<file path="src/rtl/dds_pkg.sv">
// Shared constants, state encoding and helpers for the DDS interpolator sequencer.
package dds_pkg;

  localparam int unsigned MODE_MAX = 4;
  localparam int unsigned MODE_W   = 4;
  localparam int unsigned MODE_IW  = $clog2(MODE_MAX + 1);
  localparam int unsigned SEG_W    = $clog2(10 ** MODE_MAX);

  // Segment lengths N = 10^k, indexed by the clamped mode.
  localparam logic [SEG_W-1:0] POW10 [MODE_MAX+1] = '{
    SEG_W'(1), SEG_W'(10), SEG_W'(100), SEG_W'(1000), SEG_W'(10000)
  };

  typedef enum logic [1:0] {
    ST_IDLE,
    ST_PRIME0,
    ST_PRIME1,
    ST_RUN
  } seq_state_e;

  function automatic logic [MODE_W-1:0] clamp_mode(input logic [MODE_W-1:0] m);
    return (m > MODE_W'(MODE_MAX)) ? MODE_W'(MODE_MAX) : m;
  endfunction

endpackage

</file>
<file path="src/rtl/rom_fetch.sv">
// Single-outstanding ROM request engine: rom_req rises with a stable address
// and holds until rom_valid; a new request may start on the completing edge.
module rom_fetch #(
  parameter int unsigned ADDR_W = 10,
  parameter int unsigned DATA_W = 32
) (
  input  logic              i_clk,
  input  logic              i_rst_n,
  input  logic              i_start,
  input  logic [ADDR_W-1:0] i_addr,
  input  logic              i_rom_valid,
  input  logic [DATA_W-1:0] i_rom_data,
  output logic              o_rom_req,
  output logic [ADDR_W-1:0] o_rom_addr,
  output logic              o_done_c,
  output logic [DATA_W-1:0] o_data_c
);

  logic              r_req;
  logic [ADDR_W-1:0] r_addr;
  logic              w_done;

  // Valid without an outstanding request is ignored.
  assign w_done     = r_req & i_rom_valid;
  assign o_done_c   = w_done;
  assign o_data_c   = i_rom_data;
  assign o_rom_req  = r_req;
  assign o_rom_addr = r_addr;

  always_ff @(posedge i_clk or negedge i_rst_n) begin
    if (!i_rst_n) begin
      r_req  <= 1'b0;
      r_addr <= '0;
    end else if (i_start) begin
      r_req  <= 1'b1;
      r_addr <= i_addr;
    end else if (w_done) begin
      r_req  <= 1'b0;
    end
  end

endmodule

</file>
<file path="src/rtl/interp_sequencer.sv">
// Walks the sample ROM with a programmable step and hands the interpolator one
// (start, end) sample pair per segment of 10^Mode clocks with a load strobe.
module interp_sequencer
  import dds_pkg::*;
#(
  parameter int unsigned ADDR_W = 10,
  parameter int unsigned DATA_W = 32
) (
  input  logic              Fg_CLK,
  input  logic              RESETn,
  input  logic              Run,
  input  logic [3:0]        Mode,
  input  logic [ADDR_W-1:0] Step,
  output logic              rom_req,
  output logic [ADDR_W-1:0] rom_addr,
  input  logic              rom_valid,
  input  logic [DATA_W-1:0] rom_data,
  output logic [DATA_W-1:0] out2,
  output logic [DATA_W-1:0] out1,
  output logic [3:0]        ModeOut,
  output logic              Enable,
  output logic              Busy,
  output logic              Underrun
);

  seq_state_e        r_state;
  logic [ADDR_W-1:0] r_addr;
  logic [DATA_W-1:0] r_sa;
  logic [DATA_W-1:0] r_sb;
  logic              r_sb_vld;
  logic [SEG_W-1:0]  r_seg;
  logic [SEG_W-1:0]  r_seg_last;
  logic [3:0]        r_mode;
  logic [DATA_W-1:0] r_out1;
  logic [DATA_W-1:0] r_out2;
  logic              r_enable;
  logic              r_busy;
  logic              r_underrun;
  logic              r_stop;
  logic              r_run_d;

  logic              w_start;
  logic [ADDR_W-1:0] w_fetch_addr;
  logic              w_done;
  logic [DATA_W-1:0] w_data;
  logic [ADDR_W-1:0] w_addr_adv;
  logic              w_ready;
  logic [DATA_W-1:0] w_sb_next;
  logic              w_seg_end;
  logic              w_stop;
  logic              w_bnd;
  logic [3:0]        w_mode_c;
  logic [SEG_W-1:0]  w_seg_len_m1;

  rom_fetch #(
    .ADDR_W(ADDR_W),
    .DATA_W(DATA_W)
  ) u_fetch (
    .i_clk      (Fg_CLK),
    .i_rst_n    (RESETn),
    .i_start    (w_start),
    .i_addr     (w_fetch_addr),
    .i_rom_valid(rom_valid),
    .i_rom_data (rom_data),
    .o_rom_req  (rom_req),
    .o_rom_addr (rom_addr),
    .o_done_c   (w_done),
    .o_data_c   (w_data)
  );

  assign w_addr_adv   = r_addr + Step;
  assign w_ready      = r_sb_vld | w_done;
  // Next sample may arrive on the very boundary cycle, so bypass the shadow.
  assign w_sb_next    = r_sb_vld ? r_sb : w_data;
  assign w_seg_end    = (r_seg == r_seg_last);
  assign w_stop       = r_stop | ~Run;
  assign w_mode_c     = clamp_mode(Mode);
  assign w_seg_len_m1 = POW10[MODE_IW'(w_mode_c)] - SEG_W'(1);
  assign w_bnd        = ((r_state == ST_PRIME1) && w_done) ||
                        ((r_state == ST_RUN) && w_seg_end && w_ready && !w_stop);

  // Fetch launch: first sample, second sample, then one prefetch per boundary.
  always_comb begin
    w_start      = 1'b0;
    w_fetch_addr = '0;
    if (w_bnd) begin
      w_start      = 1'b1;
      w_fetch_addr = w_addr_adv + Step;
    end else if ((r_state == ST_IDLE) && Run) begin
      w_start      = 1'b1;
      w_fetch_addr = '0;
    end else if ((r_state == ST_PRIME0) && w_done) begin
      w_start      = 1'b1;
      w_fetch_addr = w_addr_adv;
    end
  end

  always_ff @(posedge Fg_CLK or negedge RESETn) begin
    if (!RESETn) begin
      r_state    <= ST_IDLE;
      r_addr     <= '0;
      r_sa       <= '0;
      r_sb       <= '0;
      r_sb_vld   <= 1'b0;
      r_seg      <= '0;
      r_seg_last <= '0;
      r_mode     <= '0;
      r_out1     <= '0;
      r_out2     <= '0;
      r_enable   <= 1'b0;
      r_busy     <= 1'b0;
      r_underrun <= 1'b0;
      r_stop     <= 1'b0;
      r_run_d    <= 1'b0;
    end else begin
      r_run_d  <= Run;
      r_enable <= 1'b0;
      if (Run && !r_run_d) r_underrun <= 1'b0;

      if (w_bnd) begin
        r_out2     <= r_sa;
        r_out1     <= w_sb_next;
        r_mode     <= w_mode_c;
        r_seg_last <= w_seg_len_m1;
        r_seg      <= '0;
        r_enable   <= 1'b1;
        r_sa       <= w_sb_next;
        r_sb_vld   <= 1'b0;
        r_addr     <= w_addr_adv;
        r_state    <= ST_RUN;
        r_busy     <= 1'b1;
      end else if ((r_state == ST_RUN) && w_done) begin
        r_sb     <= w_data;
        r_sb_vld <= 1'b1;
      end

      unique case (r_state)
        ST_IDLE: begin
          r_addr <= '0;
          if (Run) begin
            r_state <= ST_PRIME0;
            r_busy  <= 1'b1;
            r_stop  <= 1'b0;
          end
        end
        ST_PRIME0: begin
          if (w_done) begin
            r_sa    <= w_data;
            r_state <= ST_PRIME1;
          end
        end
        ST_PRIME1: ;
        ST_RUN: begin
          if (!Run) r_stop <= 1'b1;
          // Stopping still drains the outstanding prefetch so IDLE never holds a request.
          if (w_seg_end) begin
            if (w_ready && w_stop) begin
              r_state  <= ST_IDLE;
              r_busy   <= 1'b0;
              r_sb_vld <= 1'b0;
              r_stop   <= 1'b0;
            end else if (!w_ready && !w_stop) begin
              r_underrun <= 1'b1;
            end
          end else begin
            r_seg <= r_seg + SEG_W'(1);
          end
        end
      endcase
    end
  end

  assign out1     = r_out1;
  assign out2     = r_out2;
  assign ModeOut  = r_mode;
  assign Enable   = r_enable;
  assign Busy     = r_busy;
  assign Underrun = r_underrun;

endmodule

</file>
<file path="config.mk">
export PLATFORM = sky130hd
export DESIGN_NAME = interp_sequencer
export DESIGN_NICKNAME = d
export VERILOG_FILES = /design/src/rtl/dds_pkg.sv /design/src/rtl/rom_fetch.sv /design/src/rtl/interp_sequencer.sv
export SDC_FILE = /design/constraint.sdc
export NUM_CORES = 1
export LEC_CHECK = 0
export ABC_AREA = 1
export BUFFER_PORTS_ARGS = -buffer_cell sky130_fd_sc_hd__buf_4
export CAP_MARGIN = 20
export CORE_MARGIN = 2
export CORE_UTILIZATION = 45
export DETAILED_ROUTE_END_ITERATION = 10
export GPL_TIMING_DRIVEN = 0
export PLACE_DENSITY = 0.65
export SLEW_MARGIN = 20
export SYNTH_ARGS = -nofsm -noshare
export SYNTH_HDL_FRONTEND = slang
export SYNTH_SLANG_ARGS = --single-unit
export TNS_END_PERCENT = 100
</file>
<file path="constraint.sdc">
create_clock -name Fg_CLK -period 6.6 [get_ports Fg_CLK]
set_input_delay 0.33 -clock Fg_CLK [delete_from_list [all_inputs] [get_ports Fg_CLK]]
set_output_delay 0.33 -clock Fg_CLK [all_outputs]
set_load 0.005 [all_outputs]
</file>
* Word-level counts from Yosys, hierarchy flattened
Memories as Yosys holds them, arrays and structs flattened.
Cells that the tools add are included.
W data, S select, Z words.
** Storage, ports and cells
- Bits in registers :: 189
- Memory bits (read-only) :: 112
- Bits of input ports :: 50
- Word-level logic and storage cells :: 102
- Memories kept :: 1
** Operators by class
- Add/subtract/negate cells :: 4
- Order comparisons :: 2
- Equal/unequal tests :: 5
- Multiplexer cells :: 47
- Bitwise gates (word level) :: 6
- Reduce and logical (&&, ||, !) cells :: 20
** Memory list
- (name not given) :: depth 8, width 14, read ports 1, clocked after Yosys merged registers in 0, wr ports 0, RTL line interp_sequencer.sv:78 : assign w_seg_len_m1 = POW10[MODE_IW'(w_mode_c)] - SEG_W'(1);
** Operators by type and width (number)
- $mux W32 :: 4
- $mux W14 :: 5
- $mux W10 :: 5
- $mux W1 :: 24
- $add A10 B10 Y10 :: 2
- $add A14 B1 Y14 const B :: 1
- $eq A14 B14 Y1 :: 1
- $sub A14 B1 Y14 const B :: 1
- $logic_and A1 B1 Y1 :: 10
- $mux W2 :: 5
- $pmux W2 S3 :: 1
- $reduce_bool A2 Y1 :: 3
- $eq A2 B2 Y1 const B :: 2
- $ge A4 B4 Y1 const B :: 1
- $gt A4 B3 Y1 const B :: 1
- $mux W4 :: 1
- $not A3 Y4 :: 1
- $pmux W1 S2 :: 2
- $reduce_and A2 Y1 :: 2
- $logic_not A1 Y1 :: 3
- $eq A2 B1 Y1 const B :: 1
- $logic_not A2 Y1 :: 1
- $ne A2 B2 Y1 const B :: 1
- $not A1 Y1 :: 2
- 3 further kinds :: 4

* Longest topological paths before layout
- Depth after elaboration :: 9
- Gate-level depth with buffers :: 19

* By module
Synthesis repeated with hierarchy kept, for this count alone.
** Second synthesis, totals
- Cell total of the unflattened synthesis :: 1301
- Area, all modules :: 10040.9 um^2
** Modules (own cells, without submodules)
- interp_sequencer :: times used 1, cells each 1220, area an instance 9371.5 um^2, sequential area each 4429.2 um^2
- rom_fetch :: times used 1, cells each 81, area an instance 669.4 um^2, sequential area each 275.3 um^2

* Worst setup path before layout
No wires, ideal clock.
- Path type :: reg2reg
- Start point :: reg r_addr[0]
- End point :: reg u_fetch.r_addr[7], in the netlist u_fetch.o_rom_addr[7]
- Data arrival time :: 2598 ps
- Data required time :: 6476 ps
- Setup slack :: 3878 ps
- Stages on the path, launching flop included :: 16
- Cells stage by stage :: dfrtp_1 ha_1 inv_1 fa_1 o21ai_0 xor2_1 inv_1 ha_1 a21oi_1 o21ai_0 a21oi_1 o21ai_0 nand2_1 nand2_1 nand2_1 nand3_1
** Between the ends
- Cells in the longest elaborated chain, start to end :: 4
** RTL lines
- start: declaration :: RTL line interp_sequencer.sv:27 : logic [ADDR_W-1:0] r_addr;
- start signal: assignment :: RTL line interp_sequencer.sv:129 : r_addr <= w_addr_adv;
- $add A10 B10 Y10 * :: RTL line interp_sequencer.sv:71 : assign w_addr_adv = r_addr + Step;
- branches (longest 2 deep; another with $add A10 B10 Y10)
- $mux W10 * :: RTL line interp_sequencer.sv:86 : if (w_bnd) begin
- end signal: assignment :: RTL line rom_fetch.sv:36 : r_addr <= i_addr;
- end: declaration :: RTL line rom_fetch.sv:20 : logic [ADDR_W-1:0] r_addr;
Every way passes the cells marked *.
A chain may end at the register's enable or synchronous reset.

* Worst setup path after layout
- Start point :: reg r_addr[0]
- End point :: reg u_fetch.r_addr[9], in the netlist u_fetch.o_rom_addr[9]
Same word-level chain as after synthesis.

==> results.json <==
{
  "outcome": "completed",
  "drt_iter0_drc": 543,
  "share_of_power_burned_in_the_clock_network_pct": 21.1,
  "synthesis.area_per_instance_sq_um": 7.76,
  "post_layout_net_count": 1437,
  "max_clock_freq_ghz": 0.307,
  "yosysWarnings": 0,
  "fp.coreArea_sq_um": 20400,
  "synthSimpleGateAreaFrac_pct": 30.8,
  "groute.usage.overall_pct": 23.8,
  "finalHoldWorstSlack_ps": 32.6,
  "grt_pass1_wl_um": 41200,
  "cts_root_buffer": "clkbuf_16",
  "synth_xor_xnor_area_share_pct": 1.40,
  "wire_per_inst_um": 15.2,
  "total_area_of_multi_input_combinational_cells_sq_um": 4000,
  "height_of_the_die_um": 148,
  "fin_total_pwr_w": 0.00474,
  "synthTopCellsByArea": "dfrtp_1, nand2_1, nand3_1",
  "area_share_of_the_leading_cell_type_in_the_synthesized_netlist_pct": 50.2,
  "synthMuxAreaShare_pct": 0,
  "fillers": 1995,
  "final_cycle_utilization_of_the_critical_path_pct": 49.4,
  "io_buffer_count": 131,
  "synth_edf_count": 0,
  "clk_sink_count": 188,
  "timing.setup.tns_ps": 0,
  "grt_setup_unrepaired": "no",
  "timing.final.crit_period_ps": 3260,
  "power.density_cell_area_nw_per_um2": 418,
  "ir_drop_mv": 0.206,
  "netlist_area_before_placement_sq_um": 9370,
  "p_sw_share_pct": 37.2,
  "floorplan.io_pins": 132,
  "sequential_cell_area_sq_um": 4700,
  "synth_nets": 1284,
  "detail_route.first_pass.iterations": 5,
  "worstPathArrival_ps": 3580,
  "slew-limit-headroom_pct": 55.2,
  "combPwrFrac_pct": 36.7,
  "grt_pass1_vias": 8087,
  "vias": 8233,
  "final_hold_viol_count": 0,
  "drive_gt1_share_pct": 15.1,
  "synth.cells.most_frequent": "nand2_1, dfrtp_1, inv_1",
  "ctsHtreeMaxLevel": 4,
  "worst_min_delay_path_class": "in2reg",
  "end_kind": "register",
  "synthDistinctLibCells": 35,
  "gp_congestion": 0.818,
  "antenna_left": 0,
  "die_area_sq_um": 22000,
  "floorplan.initialDensity_pct": 46.0,
  "synthToLayoutAreaGrowth_pct": 20.9,
  "viasPerCell": 5.01,
  "synth_top_cell_by_area": "dfrtp_1",
  "dp_hpwl_um": 18000,
  "n_antenna_cell": 0,
  "finalSetupViolations": 0,
  "worst_pin_slew_ps": 672,
  "total_switching_power_w": 0.00176,
  "synth-compound-area-share_pct": 6.75,
  "final-max-slew-violation-count": 0,
  "tritoncts": "done",
  "num_rows": 52,
  "synth_most_common_cell": "nand2_1",
  "clk_pin_slew_ps": 70,
  "synth_fa_ha_area_share_pct": 3.63,
  "gr-total-overflow": 0,
  "grt_start_max_net_pins": 85,
  "power.static_leakage_nw": 6.05,
  "cp-start-kind": "register",
  "synth_seq_cells": 188,
  "worst-setup-path-type": "reg2reg",
  "finalWirelength_um": 24900,
  "synth_ff_type": "dfrtp_1",
  "skew_ps": 14.1,
  "clk_path_buf_depth": 2,
  "cts_made_buffers": 17,
  "intPower_w": 0.00298,
  "synth_async_sr_flop_share_pct": 100,
  "crit_fanout": 4,
  "post_synthesis_cell_count": 1208,
  "sequential_share_of_power_pct": 42.2,
  "clkLatencyLatePin_ps": 440,
  "seq_area_frac_synth_pct": 50.2,
  "remaining_drc_errors": 0,
  "die_w_um": 148,
  "post_cts_resize_count": 0,
  "max_cap_violations": 0,
  "required_ps": 6920,
  "synth_top_family_by_area": "simple AND/OR/NAND/NOR gates",
  "grt_antenna_before_repair": 0
}
-- critical path, stage by stage (launching register included) --
cell	delay [ps]
dfrtp_1	380
ha_1	240
inv_1	70
fa_1	410
o21ai_0	390
nand3_1	160
nand2_1	90
nand2_1	40
nand2_1	130
inv_1	60
ha_1	330
inv_1	90
o21bai_1	160
inv_1	90
o21a_1	170
nand3_1	90
nand3_1	90
nand3_1	70
nand3_1	60
-- power by group through the flow --
| stage | clock, W | combinational [W] | sequential (W) |
|---|---|---|---|
| after floorplan | 0 | 0.00105 | 0.00196 |
| after global placement | 0 | 0.00170 | 0.00201 |
| after detailed placement | 0 | 0.00175 | 0.00201 |
| after CTS | 0.00102 | 0.00176 | 0.00200 |
| after global routing | 0.00106 | 0.00200 | 0.00207 |
| final | 0.000999 | 0.00174 | 0.00200 |
-- per-layer routing --
metal,track usage (%),share of wire [%],vias up
met2,39.5,48,202
met5,0,0,-
met3,3.93,4.6,36
met4,6.86,2.1,0
li1,-,-,4106
met1,32.3,46,3889
-- cell type report --
cell class              instances  area share [%]
flip-flops and latches        188            41.5
multi-input cells             855            35.3
repair buffers                134            9.32
inverters                     117            3.88
plain buffers                  48            2.07
well taps                     270            2.98
clock inverters                13            1.09
clock buffers                  18            3.88
-- flip-flops by register name, indices dropped and copies added, names as in the netlist --
signal	flops
out1	32
out2	32
r_sa	32
r_sb	32
r_seg	14
r_seg_last	13
r_addr	10
u_fetch.o_rom_addr	10
ModeOut	4
r_state	2
Busy	1
Enable	1
Underrun	1
r_run_d	1
r_sb_vld	1
r_stop	1
u_fetch.o_rom_req	1
-- kinds of logic (layout without fill, tap and decap cells) --
kind of cell               count (synthesis)  count (layout)
and+or+nand+nor                          692             692
DFF                                      188             188
buffers and inverters                    165             330
AOI/OAI and AO/OA                        122             122
adders and majority gates                 26              26
xor gates and xnor gates                  15              15
-- path summary, 6_finish.rpt --
path	startpoint	endpoint	slack, ps	cells past startpoint
setup / recovery	r_addr[0]$_DFFE_PN0P_	u_fetch.o_rom_addr[9]$_DFFE_PN0P_	3340	18
hold / removal	Run	r_run_d$_DFF_PN0_	30	1
setup reg to reg	r_addr[0]$_DFFE_PN0P_	u_fetch.o_rom_addr[9]$_DFFE_PN0P_	3340	18
hold reg to reg	out2[5]$_DFFE_PN0P_	out2[5]$_DFFE_PN0P_	480	2
max in group asynchronous	RESETn	r_seg_last[6]$_DFFE_PN0P_	5600	3
min in group asynchronous	RESETn	r_addr[1]$_DFFE_PN0P_	320	2
-- placed cells by master, fill, tap and decap left out, drive strengths merged --
cell type,synthesis,layout
nand4,5,5
clkinv,1,6
clkinvlp,0,1
a21oi,19,19
nor4,3,3
nand3b,2,2
ha,24,24
nand2,480,480
dlygate4sd3,0,1
o31ai,2,2
o22ai,2,2
nor2,48,48
dfrtp,188,188
o211ai,2,2
fa,2,2
clkbuf,24,42
inv,116,123
o21a,1,1
or2,5,5
o21bai,3,3
nand3,106,106
xor2,11,11
buf,24,157
nor3,15,15
o21ai,93,93
and2,28,28
xnor2,4,4
-- repair_timing --
item                                    CTS  global route
hold buffers                              1             0
setup buffers                             0             0
endpoints found under the setup margin    0             0
hold endpoints to repair                 21             0
-- per-stage QoR --
stage	setup slack, ps	area [sq um]	utilization [%]	instances
final	3340	11300	55.6	1643
after global routing	3110	11300	55.6	1643
after CTS	3350	11300	55.6	1643
after detailed placement	3320	10800	52.8	1611
after global placement	3340	10700	52.5	1609
after floorplan	3880	9370	-	1208
(Power assumes the default switching activity.)
